===== src/rtl/xge_tx_arb_pkg.sv =====
// Shared types and widths for the 10GE transmit arbiter.
// Optional per-source packet statistics are enabled with XGE_TX_ARB_STATS_EN.
package xge_tx_arb_pkg;

    localparam int MAX_SRC = 4;
    localparam int PTR_W   = 2;
    localparam int DATA_W  = 64;
    localparam int MOD_W   = 3;
    localparam int CNT_W   = 32;

    typedef enum logic {
        IDLE = 1'b0,
        XFER = 1'b1
    } arb_state_e;

    typedef struct packed {
        logic              sop;
        logic              eop;
        logic [MOD_W-1:0]  mod;
        logic [DATA_W-1:0] data;
    } beat_t;

endpackage


===== src/rtl/xge_rr_arbiter.sv =====
// Round-robin pick: returns the first requester after last_ptr, wrapping at NUM_SRC.
module xge_rr_arbiter
    import xge_tx_arb_pkg::*;
#(
    parameter int NUM_SRC = 2
) (
    input  logic [NUM_SRC-1:0] req,
    input  logic [PTR_W-1:0]   last_ptr,
    output logic [PTR_W-1:0]   winner,
    output logic               valid
);

    localparam int SUM_W = PTR_W + 1;

    logic [MAX_SRC-1:0] req_ext;
    logic [SUM_W-1:0]   cand;

    // Walk from the farthest candidate to the nearest so the nearest requester wins.
    always_comb begin
        req_ext                = '0;
        req_ext[NUM_SRC-1:0]   = req;
        winner                 = '0;
        valid                  = 1'b0;
        cand                   = '0;
        for (int k = NUM_SRC; k >= 1; k--) begin
            cand = {1'b0, last_ptr} + SUM_W'(k);
            if (cand >= SUM_W'(NUM_SRC)) begin
                cand = cand - SUM_W'(NUM_SRC);
            end
            if (req_ext[cand[PTR_W-1:0]]) begin
                winner = cand[PTR_W-1:0];
                valid  = 1'b1;
            end
        end
    end

endmodule


===== src/rtl/xge_tx_arbiter.sv =====
// Packet-locked round-robin arbiter feeding the XGE MAC transmit interface.
// Define XGE_TX_ARB_STATS_EN to add per-source packet counters (stat_clr / stat_pkt_cnt).
module xge_tx_arbiter
    import xge_tx_arb_pkg::*;
#(
    parameter int NUM_SRC = 2
) (
    input  logic                    clk_156m25,
    input  logic                    reset_156m25_n,
    input  logic [NUM_SRC-1:0]      src_val,
    input  logic [NUM_SRC-1:0]      src_sop,
    input  logic [NUM_SRC-1:0]      src_eop,
    input  logic [3*NUM_SRC-1:0]    src_mod,
    input  logic [64*NUM_SRC-1:0]   src_data,
    output logic [NUM_SRC-1:0]      src_rdy,
    input  logic                    pkt_tx_full,
    output logic                    pkt_tx_val,
    output logic                    pkt_tx_sop,
    output logic                    pkt_tx_eop,
    output logic [2:0]              pkt_tx_mod,
    output logic [63:0]             pkt_tx_data,
    output logic                    proto_err
`ifdef XGE_TX_ARB_STATS_EN
    ,
    input  logic                    stat_clr,
    output logic [32*NUM_SRC-1:0]   stat_pkt_cnt
`endif
);

    arb_state_e       state_q, state_d;
    logic [PTR_W-1:0] grant_q, grant_d;
    logic [PTR_W-1:0] last_q, last_d;
    logic             first_q, first_d;
    logic             tx_val_q, tx_val_d;
    beat_t            tx_beat_q, tx_beat_d;
    logic             proto_err_q, proto_err_d;

    logic             sel_val;
    beat_t            sel_beat;
    logic             accept;
    logic [PTR_W-1:0] arb_winner;
    logic             arb_valid;

    // Only sources offering a start-of-packet beat may compete for the link.
    xge_rr_arbiter #(
        .NUM_SRC (NUM_SRC)
    ) u_rr (
        .req      (src_val & src_sop),
        .last_ptr (last_q),
        .winner   (arb_winner),
        .valid    (arb_valid)
    );

    always_comb begin
        sel_val  = 1'b0;
        sel_beat = '0;
        for (int i = 0; i < NUM_SRC; i++) begin
            if (grant_q == PTR_W'(i)) begin
                sel_val       = src_val[i];
                sel_beat.sop  = src_sop[i];
                sel_beat.eop  = src_eop[i];
                sel_beat.mod  = src_mod[MOD_W*i +: MOD_W];
                sel_beat.data = src_data[DATA_W*i +: DATA_W];
            end
        end
    end

    // Ready follows full combinationally; the MAC FIFO absorbs the one beat in flight.
    always_comb begin
        src_rdy = '0;
        for (int i = 0; i < NUM_SRC; i++) begin
            if (state_q == XFER && !pkt_tx_full && grant_q == PTR_W'(i)) begin
                src_rdy[i] = 1'b1;
            end
        end
    end

    assign accept = (state_q == XFER) && !pkt_tx_full && sel_val;

    always_comb begin
        state_d     = state_q;
        grant_d     = grant_q;
        last_d      = last_q;
        first_d     = first_q;
        tx_val_d    = accept;
        tx_beat_d   = accept ? sel_beat : '0;
        proto_err_d = accept && sel_beat.sop && !first_q;
        case (state_q)
            IDLE: begin
                if (arb_valid) begin
                    state_d = XFER;
                    grant_d = arb_winner;
                    first_d = 1'b1;
                end
            end
            XFER: begin
                if (accept) begin
                    first_d = 1'b0;
                    if (sel_beat.eop) begin
                        state_d = IDLE;
                        last_d  = grant_q;
                    end
                end
            end
            default: state_d = IDLE;
        endcase
    end

    always_ff @(posedge clk_156m25 or negedge reset_156m25_n) begin
        if (!reset_156m25_n) begin
            state_q     <= IDLE;
            grant_q     <= '0;
            last_q      <= PTR_W'(NUM_SRC - 1);
            first_q     <= 1'b0;
            tx_val_q    <= 1'b0;
            tx_beat_q   <= '0;
            proto_err_q <= 1'b0;
        end else begin
            state_q     <= state_d;
            grant_q     <= grant_d;
            last_q      <= last_d;
            first_q     <= first_d;
            tx_val_q    <= tx_val_d;
            tx_beat_q   <= tx_beat_d;
            proto_err_q <= proto_err_d;
        end
    end

    assign pkt_tx_val  = tx_val_q;
    assign pkt_tx_sop  = tx_beat_q.sop;
    assign pkt_tx_eop  = tx_beat_q.eop;
    assign pkt_tx_mod  = tx_beat_q.mod;
    assign pkt_tx_data = tx_beat_q.data;
    assign proto_err   = proto_err_q;

`ifdef XGE_TX_ARB_STATS_EN
    logic [CNT_W*NUM_SRC-1:0] stat_cnt_q, stat_cnt_d;

    // Clear wins over a same-cycle completed packet.
    always_comb begin
        stat_cnt_d = stat_cnt_q;
        if (stat_clr) begin
            stat_cnt_d = '0;
        end else if (accept && sel_beat.eop) begin
            for (int i = 0; i < NUM_SRC; i++) begin
                if (grant_q == PTR_W'(i)) begin
                    stat_cnt_d[CNT_W*i +: CNT_W] = stat_cnt_q[CNT_W*i +: CNT_W] + CNT_W'(1);
                end
            end
        end
    end

    always_ff @(posedge clk_156m25 or negedge reset_156m25_n) begin
        if (!reset_156m25_n) begin
            stat_cnt_q <= '0;
        end else begin
            stat_cnt_q <= stat_cnt_d;
        end
    end

    assign stat_pkt_cnt = stat_cnt_q;
`endif

endmodule

===== config.mk =====
export PLATFORM = sky130hd
export DESIGN_NAME = xge_tx_arbiter
export DESIGN_NICKNAME = d
export VERILOG_FILES = /design/src/rtl/xge_tx_arb_pkg.sv /design/src/rtl/xge_rr_arbiter.sv /design/src/rtl/xge_tx_arbiter.sv
export SDC_FILE = /design/constraint.sdc
export NUM_CORES = 1
export LEC_CHECK = 0
export ABC_AREA = 1
export ABC_CLOCK_PERIOD_IN_PS = 1560
export BUFFER_PORTS_ARGS = -buffer_cell sky130_fd_sc_hd__buf_2
export CAP_MARGIN = 20
export CELL_PAD_IN_SITES_DETAIL_PLACEMENT = 2
export CELL_PAD_IN_SITES_GLOBAL_PLACEMENT = 2
export CORE_AREA = 2 2 151 109
export DETAILED_ROUTE_END_ITERATION = 10
export DIE_AREA = 0 0 153 111
export GPL_ROUTABILITY_DRIVEN = 0
export PLACE_DENSITY = 0.88
export SKIP_CTS_REPAIR_TIMING = 1
export SYNTH_ARGS = -nofsm -noshare
export SYNTH_HDL_FRONTEND = slang
export SYNTH_SLANG_ARGS = --single-unit

===== constraint.sdc =====
create_clock -name clk_156m25 -period 1.56 [get_ports clk_156m25]
set_clock_uncertainty 0.05 [all_clocks]
set_input_delay 0.312 -clock clk_156m25 [delete_from_list [all_inputs] [get_ports clk_156m25]]
set_output_delay 0.312 -clock clk_156m25 [all_outputs]
set_load 0.005 [all_outputs]

==> flow_summary.ini, run 1 <==
[outcome]
status = finished with violations
violations = negative setup slack

[floorplanning]
rows = 39
start_util = 0.221
die_w_um = 153
fp.dieH_um = 111
io_pins = 216
dieArea_mm2 = 0.0170
core_mm2 = 0.0158

[clock_tree]
cts_buffers = 9
insertion_delay_ns = 0.33
cts_tree = yes
cts.sinks = 77
clk_path_buf_depth = 2
h-tree-depth = 3
clk_pin_slew_ns = 0.06
root_buffer = clkbuf_16

[place]
dp_hpwl_um = 9820
dp.cells = 751
io_buffers = 215

[timing]
slew_headroom = 0.704
finalHoldViolations = 0
max_slew.worst_pin.slew_ns = 0.444
worst_slack_ns = -0.0248
hold_ws_ns = 0.176
max_freq_mhz = 631
fin_crit_ns = 1.58
final_max_slew_viol_count = 0
min_period_over_period = 1.02
rsz0062_at_grt = yes
setup_viol = 2

[worst_setup_path]
startpoint = state_q$_DFF_PN0_
end_kind = primary output
critPathMaxStageDelay_ns = 0.39
r2r_start = grant_q[0]$_DFFE_PN0P_
crit_arrival_ns = 1.22
worstSetupPathType = flip-flop to primary output
required_ns = 1.20
crit_chain = inv_2 > nor2_4 > inv_2 > nor3_2 > buf_2
crit_family = flip-flops
startpoint_type = flip-flop
worst-path-buf-inv = 3
crit_top_cell = inv_2
slowest_stage = dfrtp_1
path_max_fanout = 3

[layout]
fin_nets = 703
layout_commonest_cell = buf_2
syn_to_final_growth_pct = 46.3
layout_common_cells = buf_2, nand2_1, dfrtp_1
drive_gt1_frac = 0.568
fin_cells = 768
nFillCells = 1812
antenna_cells = 0

[drt]
ant_nets = 0
vias_per_cell = 4.46
drc_errors = 0
wl_per_cell_um = 16.9
num_vias = 3423
first_iter_violations = 94
drt-pass1-iter-count = 4
routed_wl_um = 13000

[power_and_ir_drop]
ir_drop_mv = 0.692
power.share.combinational = 0.394
p_total_w = 0.00736
sw_frac_of_total = 0.380
switching_power_w = 0.00280
p_clk_frac = 0.262
seq_power_share = 0.344
p_leak_nw = 2.71
p_int_w = 0.00456
power_density_mw_per_mm2 = 1440

[global_routing]
grt_pass1_vias = 3962
grt_max_degree = 78
grt_pass1_wl_um = 21200
grt_overflow_total = 0
track_usage = 0.158
antenna_found_initial = 0

[run]
drv_cap = 0

[synthesis]
syn-num-nets = 494
ys_ff_latch = 77
syn_area_mm2 = 0.00349
syn-instance-count = 351
synth.avg_cell_area_um2 = 9.93
yosysWarningCount = 0
synth_seq_area_share = 0.553
ys_types = 21

[worst_hold_path]
hp-start = src_data[38]
hp-class = input pin to flip-flop
[synthesized netlist by cell type, drive strengths merged]
master,instances,area (um2)
clkbuf,10,37.5
nand4,1,6.26
inv,7,26.3
a21oi,68,592
dfstp,1,26.3
nor2,5,28.8
nand2,88,340
nor3,2,15.0
nand3,73,365
o21ai,1,5.00
dfrtp,76,1900
buf,19,141
[sequential cells by signal, indices dropped and copies added (netlist names)]
register,flops
state_q,1
pkt_tx_sop,1
grant_q,2
pkt_tx_val,1
pkt_tx_mod,3
proto_err,1
first_q,1
pkt_tx_eop,1
pkt_tx_data,64
last_q,2
[worst register-to-register path: stages, from the launching register on]
cell     delay, ns
dfrtp_2       0.48
nor2_4        0.17
nand2_1       0.09
nand2_2       0.11
nand2_4       0.15
buf_12        0.22
a21oi_2       0.15
[power groups by stage]
stage | Combinational, W | Sequential, W | Clock [W]
floorplan | 0.00181 | 0.00256 | 0
CTS | 0.00292 | 0.00254 | 0.00201
global route | 0.00323 | 0.00258 | 0.00210
detailed placement | 0.00291 | 0.00257 | 0
finish | 0.00290 | 0.00253 | 0.00193
global placement | 0.00276 | 0.00254 | 0
[per-layer routing]
metal	vias to the layer above	GRT usage	part of all wire
li1	1585	-	-
met1	1689	0.182	0.42
met2	138	0.274	0.49
met3	11	0.0657	0.083
met4	0	0.0389	0.010
met5	-	0	0
[final timing paths]
check,to,slack (ns),depth (start not counted)
max,src_rdy[0],-0.02,5
min,pkt_tx_data[38]$_DFF_PN0_,0.18,3
max reg2reg,pkt_tx_data[43]$_DFF_PN0_,0.08,6
min reg2reg,proto_err$_DFF_PN0_,0.39,1
max in group asynchronous,last_q[0]$_DFFE_PN1P_,0.59,3
min in group asynchronous,pkt_tx_data[3]$_DFF_PN0_,0.50,3
[logic make-up (layout without fill, tap and decap cells)]
| kind of cell | after synthesis | count (layout) | share of synthesized area |
|---|---|---|---|
| flops | 77 | 77 | 0.553 |
| compound gates | 69 | 69 | 0.171 |
| buf+inv | 36 | 248 | 0.0589 |
| simple gates | 169 | 169 | 0.217 |
[final cells by class]
type                       count  area [um2]  share of cell area
clock buffer                  12         256              0.0503
clock inverter                 2        10.0             0.00196
inverter                       7        31.3             0.00613
multi-input combinational    238        1370               0.268
sequential                    77        1930               0.379
tap                          205         256              0.0503
timing repair buffer         227        1250               0.245
[per-stage QoR]
stage          setup TNS [ns]  area, um2  worst slack, ns   util
3_3_place_gp                0       4790            0.143  0.304
3_5_place_dp                0       4790           0.0298  0.304
5_1_grt                -0.222       5100           -0.109  0.324
2_1_floorplan               0       3490            0.217      -
6_report              -0.0297       5100          -0.0248  0.324
4_1_cts                -0.362       5050           -0.210  0.321
(Power assumes the default switching activity.)
==> inputs of run 2 (changes only) <==
--- a/config.mk
+++ b/config.mk
@@ -16,6 +16,7 @@
 export DIE_AREA = 0 0 153 111
 export GPL_ROUTABILITY_DRIVEN = 0
 export PLACE_DENSITY = 0.88
+export SETUP_SLACK_MARGIN = 0.15
 export SKIP_CTS_REPAIR_TIMING = 1
 export SYNTH_ARGS = -nofsm -noshare
 export SYNTH_HDL_FRONTEND = slang
==> flow_summary.ini, run 2 (synthesis results as in run 1) <==
[outcome]
status = finished with violations
violations = negative setup slack

[worst_hold_path]
hp-start = src_data[50]
min_delay_worst_endpoint = pkt_tx_data[50]$_DFF_PN0_
whs_path_depth = 3
hp-class = input pin to flip-flop

[worst_setup_path]
crit_arrival_ns = 1.23
rrSetupSlack_ns = 0.07
rr_endpoint = pkt_tx_data[30]$_DFF_PN0_
worstSetupPathType = flip-flop to primary output
worstRegToRegCells = 6
r2r_start = grant_q[0]$_DFFE_PN0P_
startpoint_type = flip-flop
path_max_fanout = 3
required_ns = 1.20
end_kind = primary output

[power_and_ir_drop]
power_density_mw_per_mm2 = 1470
p_leak_nw = 2.83
ir_drop_mv = 0.725
p_total_w = 0.00800

[clock_tree]
insertion_delay_ns = 0.33
clk_pin_slew_ns = 0.06
cts_buffers = 9
cts_tree = yes
h-tree-depth = 3
root_buffer = clkbuf_16
cts.sinks = 77
clk_path_buf_depth = 2

[global_routing]
grt_max_degree = 78
antenna_found_initial = 0
grt_util_met2 = 0.274
track_usage = 0.158
grt-busiest-layer = met2
grt_use_met3 = 0.0657
globalRouteMet1Util = 0.182
grt_pass1_vias = 3962
grt_pass1_wl_um = 21200
grt_overflow_total = 0

[layout]
regArea_mm2 = 0.00193
syn_to_final_growth_pct = 56.7
antenna_cells = 0
multiInputGateArea_mm2 = 0.00153
fin_nets = 713
final_util = 0.347
largest_register_ffs = 64
fin_cells = 778
layout_commonest_cell = buf_2
layout_common_cells = buf_2, nand2_1, dfrtp_1
drive_gt1_frac = 0.581
nFillCells = 1782

[drt]
routed_wl_um = 14100
vias_per_cell = 4.52
ant_nets = 0
drt-pass1-iter-count = 4
drc_errors = 0
first_iter_violations = 112
wl_per_cell_um = 18.2
num_vias = 3516

[floorplanning]
rows = 39
die_w_um = 153
fp.dieH_um = 111
core_mm2 = 0.0158
dieArea_mm2 = 0.0170
start_util = 0.221
io_pins = 216

[place]
dp.cells = 751
dp_hpwl_um = 9820
io_buffers = 215

[timing]
max_freq_mhz = 628
slew_headroom = 0.707
worst_slack_ns = -0.0315
max_slew.worst_pin.slew_ns = 0.439
min_period_over_period = 1.02
setup_viol = 2
fin_crit_ns = 1.59
final_max_slew_viol_count = 0
rsz0062_at_grt = yes
fin_setup_tns_ns = -0.0427
finalHoldViolations = 0
hold_ws_ns = 0.170

[run]
drv_cap = 0
[run 2: changes by cell type in the layout (fill, tap and decap cells not counted), sizes merged]
cell and delta:
nand2 +1, clkbuf +4, buf +5
[run 2: how the worst max path moves through the flow]
stage / slack [ns] / start / end / cells after the start
after floorplan: 0.22 / grant_q[1]$_DFFE_PN0P_ / src_rdy[1] / 4
after global placement: 0.14 / grant_q[0]$_DFFE_PN0P_ / pkt_tx_data[33]$_DFF_PN0_ / 6
after detailed placement: 0.03 / grant_q[0]$_DFFE_PN0P_ / pkt_tx_data[30]$_DFF_PN0_ / 6
after CTS: -0.21 / state_q$_DFF_PN0_ / src_rdy[0] / 5
after global routing: -0.11 / state_q$_DFF_PN0_ / src_rdy[0] / 5
final: -0.03 / state_q$_DFF_PN0_ / src_rdy[0] / 5
[run 2: critical path, cell delays in order (launching register included)]
cell	delay (ns)
dfrtp_1	0.39
inv_2	0.07
nor2_4	0.14
inv_2	0.06
nor3_2	0.09
buf_2	0.14
[run 2: power by group]
group | internal, W | switching, W | leakage (nW)
clock | 0.00114 | 0.000799 | 0.134
combinational | 0.00137 | 0.00216 | 1.65
sequential | 0.00237 | 0.000171 | 1.04
[run 2: cell type report]
type | instances | share of cell area
sequential | 77 | 0.353
multi-input combinational | 239 | 0.281
timing repair buffer | 236 | 0.265
clock buffer | 12 | 0.0469
tap | 205 | 0.0469
inverter | 7 | 0.00572
clock inverter | 2 | 0.00183
[run 2: per-stage QoR]
stage	setup slack, ns	cell area, um2
3_5_place_dp	0.0298	4790
2_1_floorplan	0.217	3490
4_1_cts	-0.210	5050
3_3_place_gp	0.143	4790
6_report	-0.0315	5460
5_1_grt	-0.109	5460
[run 2: per-layer routing]
metal	vias to the layer above	routed length [um]	share of wire
met5	-	0	0
met3	12	1090	0.077
met1	1754	5830	0.41
met4	0	139	0.0098
li1	1609	-	-
met2	141	7080	0.50
==> inputs of run 3 (changes only) <==
==> constraint.sdc (replaced) <==
create_clock -name clk_156m25 -period 1.56 [get_ports clk_156m25]
set_clock_uncertainty 0.05 [all_clocks]
set_input_delay 0.234 -clock clk_156m25 [delete_from_list [all_inputs] [get_ports clk_156m25]]
set_output_delay 0.234 -clock clk_156m25 [all_outputs]
set_load 0.005 [all_outputs]
==> flow_summary.ini, run 3 (synthesis results as in run 1) <==
[timing]
rsz0062_at_grt = yes
min_period_over_period = 0.991
final_max_slew_viol_count = 0
max_freq_mhz = 647
worst_slack_ns = 0.0136
fin_crit_ns = 1.55
max_slew.worst_pin.slew_ns = 0.454
setup_viol = 0
slew_headroom = 0.698
finalHoldViolations = 0

[layout]
layout_commonest_cell = buf_2
drive_gt1_frac = 0.581
antenna_cells = 0
final_util = 0.344
fin_cells = 785
syn_to_final_growth_pct = 55.6
largest_register_ffs = 64
layout_common_cells = buf_2, nand2_1, dfrtp_1
fin_nets = 718

[global_routing]
grt-busiest-layer = met2
antenna_found_initial = 0
grt_overflow_total = 0
grt_pass1_vias = 3929
track_usage = 0.158
grt_util_met2 = 0.270
globalRouteMet1Util = 0.179
grt_max_degree = 78
grt_pass1_wl_um = 20700
grt_use_met3 = 0.0657

[worst_hold_path]
hp-class = input pin to flip-flop

[place]
dp_hpwl_um = 9960
io_buffers = 215
pre_cts_ws_ns = 0.0898
dp.cells = 752

[clock_tree]
root_buffer = clkbuf_16
clk_pin_slew_ns = 0.06
h-tree-depth = 3
clk_path_buf_depth = 2
insertion_delay_ns = 0.34
cts_buffers = 9
cts_tree = yes
cts.sinks = 77

[run]
drv_cap = 0

[floorplanning]
core_mm2 = 0.0158
die_w_um = 153
dieArea_mm2 = 0.0170
io_pins = 216
rows = 39
start_util = 0.221
fp.dieH_um = 111

[worst_setup_path]
worstRegToRegCells = 6
r2r_start = grant_q[0]$_DFFE_PN0P_
crit_arrival_ns = 1.26
end_kind = primary output
worstSetupPathType = flip-flop to primary output
path_max_fanout = 5
critical_path.endpoint = src_rdy[1]
startpoint_type = flip-flop
required_ns = 1.28
startpoint = grant_q[1]$_DFFE_PN0P_
rr_endpoint = pkt_tx_data[60]$_DFF_PN0_
rrSetupSlack_ns = 0.10

[drt]
routed_wl_um = 14200
vias_per_cell = 4.48
num_vias = 3518
wl_per_cell_um = 18.2
ant_nets = 0
drt-pass1-iter-count = 4
first_iter_violations = 77
drc_errors = 0

[power_and_ir_drop]
power_density_mw_per_mm2 = 1580
p_total_w = 0.00857
p_leak_nw = 2.86
ir_drop_mv = 0.520

[outcome]
status = finished clean
==> run 3: changes by cell type in the layout (fill, tap and decap cells not counted), sizes merged <==
cell    previous run  this run
buf              231       237
bufinv             0         3
clkinv             3         1
inv                6         7
nand2             89        88
==> run 3: power breakdown <==
part | total (W) | internal (W) | switching [W]
combinational | 0.00362 | 0.00149 | 0.00213
clock | 0.00243 | 0.00161 | 0.000828
sequential | 0.00251 | 0.00237 | 0.000145
==> run 3: final cells by class <==
class / count / area, um2
clock buffer: 12 / 246
clock inverter: 4 / 95.1
fill: 1808 / 10300
inverter: 7 / 26.3
multi-input combinational: 238 / 1400
sequential: 77 / 1930
tap: 205 / 256
timing repair buffer: 242 / 1470
==> run 3: critical path: stages, from the launching register on <==
cell,delay (ns)
dfrtp_2,0.45
inv_2,0.14
nand2_1,0.08
nor2_1,0.12
buf_2,0.14
==> run 3: routing by layer <==
metal	routed length, um	share of wire
met4	241	0.017
met5	0	0
met1	6050	0.42
met2	6810	0.48
met3	1140	0.080
==> run 3: worst min-delay path by stage <==
stage,from,slack [ns],endpoint,cells past startpoint
2_1_floorplan,reset_156m25_n,-0.11,first_q$_DFFE_PN0P_,0
3_3_place_gp,reset_156m25_n,0.24,pkt_tx_data[8]$_DFF_PN0_,2
3_5_place_dp,reset_156m25_n,0.26,pkt_tx_data[3]$_DFF_PN0_,2
4_1_cts,reset_156m25_n,-0.12,pkt_tx_data[3]$_DFF_PN0_,2
5_1_grt,src_data[56],0.07,pkt_tx_data[56]$_DFF_PN0_,3
6_report,src_data[57],0.09,pkt_tx_data[57]$_DFF_PN0_,3
==> run 3: metrics by stage <==
| stage | instance area (um2) | setup TNS (ns) | hold slack [ns] |
|---|---|---|---|
| 6_report | 5430 | 0 | 0.0912 |
| 5_1_grt | 5430 | -0.0986 | 0.0738 |
| 4_1_cts | 5150 | -0.342 | -0.120 |
| 3_5_place_dp | 4810 | 0 | 0.255 |
| 3_3_place_gp | 4810 | 0 | 0.238 |
| 2_1_floorplan | 3490 | 0 | -0.112 |
